--- src/rtl/shift_sequencer_if.sv ---
// Request/response bundle for the shared SHA-256 shift/rotate engine.
// Two requester channels (A, B) and one tagged response channel.
interface shift_sequencer_if;
    logic        req_a_valid;
    logic        req_a_ready;
    logic [31:0] req_a_data;
    logic [4:0]  req_a_amt;
    logic [1:0]  req_a_op;
    logic        req_b_valid;
    logic        req_b_ready;
    logic [31:0] req_b_data;
    logic [4:0]  req_b_amt;
    logic [1:0]  req_b_op;
    logic        resp_valid;
    logic        resp_ready;
    logic [31:0] resp_data;
    logic        resp_id;

    modport master (
        output req_a_valid, req_a_data, req_a_amt, req_a_op,
        input  req_a_ready,
        output req_b_valid, req_b_data, req_b_amt, req_b_op,
        input  req_b_ready,
        input  resp_valid, resp_data, resp_id,
        output resp_ready
    );

    modport slave (
        input  req_a_valid, req_a_data, req_a_amt, req_a_op,
        output req_a_ready,
        input  req_b_valid, req_b_data, req_b_amt, req_b_op,
        output req_b_ready,
        output resp_valid, resp_data, resp_id,
        input  resp_ready
    );
endinterface

--- src/rtl/shift_sequencer.sv ---
// Round-robin shared multi-cycle shift/rotate engine, one binary pass per cycle.
// Define SHIFT_SEQ_ROTR_EN to build op 11 as ROTR; otherwise it acts as SRL.
module shift_sequencer (
    input  logic               clock,
    input  logic               reset_n,
    shift_sequencer_if.slave   bus,
    output logic               busy
);
    typedef enum logic [1:0] {
        IDLE  = 2'd0,
        SHIFT = 2'd1,
        DONE  = 2'd2
    } state_t;

    state_t      stateQ, stateD;
    logic [31:0] dataQ, dataD;
    logic [4:0]  amtQ, amtD;
    logic [1:0]  opQ, opD;
    logic        idQ, idD;
    logic        lastQ, lastD;
    logic        grantA, grantB;
    logic [4:0]  passAmt;
    logic [4:0]  amtLeft;
    logic [31:0] shifted;

    // lastQ=1 means B was granted last, so A wins a tie.
    assign grantA = bus.req_a_valid && (!bus.req_b_valid || lastQ);
    assign grantB = bus.req_b_valid && !grantA;

    always_comb begin
        passAmt = 5'd0;
        unique casez (amtQ)
            5'b1????: passAmt = 5'd16;
            5'b01???: passAmt = 5'd8;
            5'b001??: passAmt = 5'd4;
            5'b0001?: passAmt = 5'd2;
            5'b00001: passAmt = 5'd1;
            default:  passAmt = 5'd0;
        endcase
    end

    assign amtLeft = amtQ & ~passAmt;

    always_comb begin
        shifted = dataQ;
        unique case (opQ)
            2'b00: shifted = dataQ >> passAmt;
            2'b01: shifted = 32'($signed(dataQ) >>> passAmt);
            2'b10: shifted = dataQ << passAmt;
`ifdef SHIFT_SEQ_ROTR_EN
            2'b11: shifted = (dataQ >> passAmt)
                           | (dataQ << (6'd32 - {1'b0, passAmt}));
`else
            2'b11: shifted = dataQ >> passAmt;
`endif
        endcase
    end

    always_comb begin
        stateD          = stateQ;
        dataD           = dataQ;
        amtD            = amtQ;
        opD             = opQ;
        idD             = idQ;
        lastD           = lastQ;
        bus.req_a_ready = 1'b0;
        bus.req_b_ready = 1'b0;
        unique case (stateQ)
            IDLE: begin
                bus.req_a_ready = reset_n && grantA;
                bus.req_b_ready = reset_n && grantB;
                if (grantA || grantB) begin
                    dataD  = grantA ? bus.req_a_data : bus.req_b_data;
                    amtD   = grantA ? bus.req_a_amt : bus.req_b_amt;
                    opD    = grantA ? bus.req_a_op : bus.req_b_op;
                    idD    = grantB;
                    lastD  = grantB;
                    stateD = (amtD != 5'd0) ? SHIFT : DONE;
                end
            end
            SHIFT: begin
                dataD = shifted;
                amtD  = amtLeft;
                if (amtLeft == 5'd0) stateD = DONE;
            end
            DONE: begin
                if (bus.resp_ready) stateD = IDLE;
            end
            default: stateD = IDLE;
        endcase
    end

    always_ff @(posedge clock or negedge reset_n) begin
        if (!reset_n) begin
            stateQ <= IDLE;
            dataQ  <= '0;
            amtQ   <= '0;
            opQ    <= '0;
            idQ    <= 1'b0;
            lastQ  <= 1'b1;
        end else begin
            stateQ <= stateD;
            dataQ  <= dataD;
            amtQ   <= amtD;
            opQ    <= opD;
            idQ    <= idD;
            lastQ  <= lastD;
        end
    end

    assign bus.resp_valid = (stateQ == DONE);
    assign bus.resp_data  = dataQ;
    assign bus.resp_id    = idQ;
    assign busy           = (stateQ != IDLE);
endmodule

--- src/flat_wrapper.sv ---
// flat-port wrapper written by rule: the top's interface ports become plain ports
module shift_sequencer_flat 
  (clock, reset_n, busy, bus_req_a_valid, bus_req_a_data, bus_req_a_amt, bus_req_a_op, bus_req_a_ready, bus_req_b_valid, bus_req_b_data, bus_req_b_amt, bus_req_b_op, bus_req_b_ready, bus_resp_valid, bus_resp_data, bus_resp_id, bus_resp_ready);
  shift_sequencer_if bus_i ();
  input  logic clock;
  input  logic reset_n;
  output logic busy;
  input wire logic [$bits(bus_i.req_a_valid)-1:0] bus_req_a_valid;
  input wire logic [$bits(bus_i.req_a_data)-1:0] bus_req_a_data;
  input wire logic [$bits(bus_i.req_a_amt)-1:0] bus_req_a_amt;
  input wire logic [$bits(bus_i.req_a_op)-1:0] bus_req_a_op;
  output wire logic [$bits(bus_i.req_a_ready)-1:0] bus_req_a_ready;
  input wire logic [$bits(bus_i.req_b_valid)-1:0] bus_req_b_valid;
  input wire logic [$bits(bus_i.req_b_data)-1:0] bus_req_b_data;
  input wire logic [$bits(bus_i.req_b_amt)-1:0] bus_req_b_amt;
  input wire logic [$bits(bus_i.req_b_op)-1:0] bus_req_b_op;
  output wire logic [$bits(bus_i.req_b_ready)-1:0] bus_req_b_ready;
  output wire logic [$bits(bus_i.resp_valid)-1:0] bus_resp_valid;
  output wire logic [$bits(bus_i.resp_data)-1:0] bus_resp_data;
  output wire logic [$bits(bus_i.resp_id)-1:0] bus_resp_id;
  input wire logic [$bits(bus_i.resp_ready)-1:0] bus_resp_ready;
  assign bus_i.req_a_valid = bus_req_a_valid;
  assign bus_i.req_a_data = bus_req_a_data;
  assign bus_i.req_a_amt = bus_req_a_amt;
  assign bus_i.req_a_op = bus_req_a_op;
  assign bus_req_a_ready = bus_i.req_a_ready;
  assign bus_i.req_b_valid = bus_req_b_valid;
  assign bus_i.req_b_data = bus_req_b_data;
  assign bus_i.req_b_amt = bus_req_b_amt;
  assign bus_i.req_b_op = bus_req_b_op;
  assign bus_req_b_ready = bus_i.req_b_ready;
  assign bus_resp_valid = bus_i.resp_valid;
  assign bus_resp_data = bus_i.resp_data;
  assign bus_resp_id = bus_i.resp_id;
  assign bus_i.resp_ready = bus_resp_ready;
  shift_sequencer u_core (.clock(clock), .reset_n(reset_n), .bus(bus_i), .busy(busy));
endmodule
--- config.mk ---
export PLATFORM = sky130hd
export DESIGN_NAME = shift_sequencer_flat
export DESIGN_NICKNAME = d
export VERILOG_FILES = /design/src/rtl/shift_sequencer_if.sv /design/src/rtl/shift_sequencer.sv /design/src/flat_wrapper.sv
export SDC_FILE = /design/constraint.sdc
export NUM_CORES = 1
export LEC_CHECK = 0
export ABC_AREA = 1
export CAP_MARGIN = 25
export CORE_UTILIZATION = 38
export CTS_BUF_LIST = sky130_fd_sc_hd__clkbuf_8
export CTS_CLUSTER_SIZE = 16
export DETAILED_ROUTE_END_ITERATION = 7
export HOLD_SLACK_MARGIN = 0.03
export SYNTH_ARGS = -nofsm -noshare
export SYNTH_HDL_FRONTEND = slang
export SYNTH_SLANG_ARGS = --single-unit
--- constraint.sdc ---
create_clock -name clock -period 3.5 [get_ports clock]
set_input_delay 0.35 -clock clock [delete_from_list [all_inputs] [get_ports clock]]
set_output_delay 0.35 -clock clock [all_outputs]
set_load 0.05 [all_outputs]
==> report_table.html <==
<table>
<tr><th>Metric</th><th>Value</th></tr>
<tr><th colspan="2">GRT</th></tr>
<tr><td>Antenna violations before repair</td><td>0</td></tr>
<tr><td>Pin count of the biggest net entering global routing</td><td>51</td></tr>
<tr><td>Vias in the first global route</td><td>7267</td></tr>
<tr><td>Total grt overflow</td><td>0</td></tr>
<tr><td>First-pass GRT wire length</td><td>42.2 mm</td></tr>
<tr><td>Overall fraction of global-route tracks in use</td><td>34.8%</td></tr>
<tr><th colspan="2">Setup path</th></tr>
<tr><td>Worst setup path class</td><td>register to register</td></tr>
<tr><td>Slowest cell on crit path</td><td>dfrtp_1</td></tr>
<tr><td>Critical-path maximum fanout</td><td>8</td></tr>
<tr><td>Library cell appearing most often on the critical path</td><td>inv_1</td></tr>
<tr><td>Number of cells traversed by the worst register-to-register path</td><td>15</td></tr>
<tr><td>Highest cell delay on the worst timing path</td><td>0.44 ns</td></tr>
<tr><td>Ordered cell list for the critical path</td><td>inv_1, ha_1, inv_1, nor2_1, buf_4, inv_1, nor2_1, inv_1, nor2_1, inv_1, o21ai_0, inv_1, nand2_1, nand2_1, o21ai_1</td></tr>
<tr><td>Critical Path Source Type</td><td>register</td></tr>
<tr><td>Required time reported for the critical path endpoint</td><td>3.77 ns</td></tr>
<tr><td>Launch point of the worst path</td><td>u_core.opQ[0]$_DFFE_PN0P_</td></tr>
<tr><td>Capturing element of the worst setup path</td><td>u_core.bus.resp_data[2]$_DFFE_PN0P_</td></tr>
<tr><td>Endpoint type of the worst setup path</td><td>register</td></tr>
<tr><td>Worst flop-to-flop path endpoint</td><td>u_core.bus.resp_data[2]$_DFFE_PN0P_</td></tr>
<tr><td>Worst setup slack for register-to-register paths</td><td>0.58 ns</td></tr>
<tr><td>Worst flop-to-flop path startpoint</td><td>u_core.opQ[0]$_DFFE_PN0P_</td></tr>
<tr><td>Critical path arrival</td><td>3.19 ns</td></tr>
<tr><th colspan="2">Routing</th></tr>
<tr><td>Remaining DRCs</td><td>0</td></tr>
<tr><td>Aggregate routed wire length</td><td>27.1 mm</td></tr>
<tr><td>Number of nets with antenna violations after detailed routing</td><td>0</td></tr>
<tr><td>Total number of vias</td><td>7671</td></tr>
<tr><td>Drt wl/cell</td><td>20.2 um</td></tr>
<tr><td>Initial drt markers</td><td>961</td></tr>
<tr><td>Via density per instance</td><td>5.72</td></tr>
<tr><td>Pre-Repair DR Iteration Count</td><td>7</td></tr>
<tr><th colspan="2">Yosys</th></tr>
<tr><td>Syn Nets</td><td>1153</td></tr>
<tr><td>Post-synthesis async set-or-reset flop share</td><td>100%</td></tr>
<tr><td>Count of flip-flops with a built-in enable after synthesis</td><td>0</td></tr>
<tr><td>Average cell area after synthesis</td><td>5.48 um^2</td></tr>
<tr><td>Top FF cell, synth</td><td>dfrtp_1</td></tr>
<tr><td>Count of state elements after synthesis</td><td>43</td></tr>
<tr><td>Sequential-to-total area share from yosys stat</td><td>18.4%</td></tr>
<tr><td>Count of mapped cells out of synthesis</td><td>1068</td></tr>
<tr><td>Post-synth design cell area</td><td>0.00585 mm^2</td></tr>
<tr><td>Number of library cell types mapped by synthesis</td><td>43</td></tr>
<tr><td>Yosys Warn Count</td><td>0</td></tr>
<tr><th colspan="2">STA</th></tr>
<tr><td>Slew of the pin with the lowest slew margin</td><td>0.639 ns</td></tr>
<tr><td>Hold Fails Final Rpt</td><td>0</td></tr>
<tr><td>Number of max-slew violations in the final report</td><td>0</td></tr>
<tr><td>Final setup TNS</td><td>0 ns</td></tr>
<tr><td>Achievable Freq</td><td>342 MHz</td></tr>
<tr><td>Final clock period utilization by the worst path</td><td>83.4%</td></tr>
<tr><td>Max transition margin</td><td>57.4%</td></tr>
<tr><td>Time the final worst path needs with I/O delays and setup</td><td>2.92 ns</td></tr>
<tr><td>Worst-case clock skew</td><td>0.00773 ns</td></tr>
<tr><td>Setup violators final</td><td>0</td></tr>
<tr><td>Unrepaired setup endpoints after global routing</td><td>false</td></tr>
<tr><th colspan="2">Clock tree</th></tr>
<tr><td>TritonCTS clock tree</td><td>yes</td></tr>
<tr><td>Number of hold buffers added after cts</td><td>0</td></tr>
<tr><td>Number of buffers on the longest clock path</td><td>2</td></tr>
<tr><td>Number of buffers created by CTS</td><td>5</td></tr>
<tr><td>Clock transition at the registers of the reported paths</td><td>0.10 ns</td></tr>
<tr><td>Buffers inserted during post-CTS setup optimization</td><td>0</td></tr>
<tr><td>Number of H-tree levels</td><td>2</td></tr>
<tr><td>Buffer cell driving the clock tree root</td><td>clkbuf_8</td></tr>
<tr><td>Number of resized instances in the post-cts repair step</td><td>0</td></tr>
<tr><td>Clk sinks</td><td>43</td></tr>
<tr><td>Clock latency on the worst-skew pair</td><td>0.34 ns</td></tr>
<tr><th colspan="2">Die</th></tr>
<tr><td>Die boundary width</td><td>126 um</td></tr>
<tr><td>Io pins</td><td>120</td></tr>
<tr><td>Overall die height</td><td>126 um</td></tr>
<tr><td>Area of the core region</td><td>0.0148 mm^2</td></tr>
<tr><td>Initial Utilization</td><td>39.7%</td></tr>
<tr><td>Die Footprint</td><td>0.0159 mm^2</td></tr>
<tr><td># rows</td><td>44</td></tr>
<tr><th colspan="2">Placed design</th></tr>
<tr><td>Input/output buffers</td><td>119</td></tr>
<tr><td>Routability congestion estimate</td><td>1.06</td></tr>
<tr><td>Half-perimeter wire length after placement</td><td>21.0 mm</td></tr>
<tr><th colspan="2">Cells and area</th></tr>
<tr><td>Ant. Diodes</td><td>0</td></tr>
<tr><td>Layout cell share with drive strength beyond 1</td><td>6.04%</td></tr>
<tr><td>Fin nets</td><td>1242</td></tr>
<tr><td>Area delta synth-&gt;final</td><td>24.4%</td></tr>
<tr><th colspan="2">Run</th></tr>
<tr><td>Number of maximum-capacitance constraint violations</td><td>0</td></tr>
<tr><th colspan="2">Worst hold path</th></tr>
<tr><td>Worst min-delay path class</td><td>input port to async pin</td></tr>
<tr><th colspan="2">Outcome</th></tr>
<tr><td>Result of the run</td><td>complete, no violations</td></tr>
</table>
## layer usage
metal / global-route usage (%) / vias up / share of wire (%)
met4: 16.4 / 0 / 5.1
met3: 6.71 / 87 / 8.6
li1: - / 3710 / -
met5: 0 / - / 0
met2: 52.4 / 405 / 42
met1: 47.8 / 3469 / 44
## state kept, by name, summed over array words and instances, names as in the netlist
register              cells
u_core.bus.resp_id        1
u_core.lastQ              1
u_core.stateQ             2
u_core.amtQ               5
u_core.opQ                2
u_core.bus.resp_data     32
## synthesized netlist by cell type, types with 3 or more instances
library cell	instances	area, um^2
a21oi_1	77	385
a31oi_1	11	68.8
buf_1	3	11.3
buf_2	13	65.1
buf_6	7	78.8
clkbuf_1	35	131
dfrtp_1	42	1050
inv_1	94	353
inv_2	7	26.3
mux2i_1	7	70.1
nand2_1	370	1390
nand3_1	120	601
nand3_2	4	40.0
nand4_1	11	68.8
nor2_1	84	315
nor2_4	4	45.0
nor3_1	7	35.0
o2111ai_1	4	35.0
o211ai_1	18	135
o211ai_2	3	37.5
o21a_1	7	52.6
o21ai_0	77	385
o21ai_1	25	125
o21ai_2	7	61.3
o22ai_1	5	31.3
## how the worst min path moves through the flow
stage	startpoint	to	slack, ns
2_1_floorplan	reset_n	u_core.amtQ[0]$_DFFE_PN0P_	0.05
3_3_place_gp	u_core.bus.resp_id$_DFFE_PN0P_	u_core.bus.resp_id$_DFFE_PN0P_	0.45
3_5_place_dp	u_core.bus.resp_id$_DFFE_PN0P_	u_core.bus.resp_id$_DFFE_PN0P_	0.46
4_1_cts	reset_n	u_core.bus.resp_data[12]$_DFFE_PN0P_	0.14
5_1_grt	reset_n	u_core.bus.resp_data[12]$_DFFE_PN0P_	0.17
6_report	reset_n	u_core.bus.resp_data[12]$_DFFE_PN0P_	0.12
## area by class of cell
class / count / area, um^2
clock buffers: 5 / 68.8
clock inverters: 3 / 47.5
fillers: 1667 / 7480
inverters: 105 / 399
multi-input cells: 860 / 4080
flip-flops and latches: 43 / 1080
well taps: 184 / 230
repair buffers: 142 / 1370
## cells in the final DEF (no fill, tap or decap), drive strengths merged, types with 21 or more instances in the layout
cell / count
dfrtp: 42
o21ai: 109
nand2: 374
nor2: 91
clkdlybuf4s50: 118
o211ai: 21
inv: 104
buf: 24
nand3: 125
a21oi: 77
## critical path: cells and delay by family (launching register included)
family          cells  cell delay [ns]
compound gates      2             0.34
fa+ha+maj           1             0.36
buf+inv             7             0.95
flops               1             0.44
simple gates        5             0.75
## kinds of logic (layout without fill, tap and decap cells)
group | after synthesis | in the layout | synth area share [%]
muxes | 8 | 8 | 1.58
buffers and inverters | 165 | 255 | 12.0
adders and majority gates | 2 | 2 | 0.428
and+or+nand+nor | 612 | 612 | 44.5
DFF | 43 | 43 | 18.4
AOI/OAI and AO/OA | 238 | 238 | 23.1
## metrics by stage
step / cells / instance area (um^2) / worst slack [ns] / hold slack (ns) / utilization [%]
after floorplan: 1068 / 5850 / 1.02 / 0.0544 / -
after global placement: 1334 / 7160 / 0.624 / 0.454 / 48.5
after detailed placement: 1334 / 7160 / 0.760 / 0.458 / 48.5
after CTS: 1342 / 7280 / 0.729 / 0.138 / 49.3
after global routing: 1342 / 7280 / 0.553 / 0.171 / 49.3
final: 1342 / 7280 / 0.580 / 0.119 / 49.3
Power is left out: the tool's default activity adds up to more than one toggle a clock period on the data nets, which glitch-free logic cannot reach.
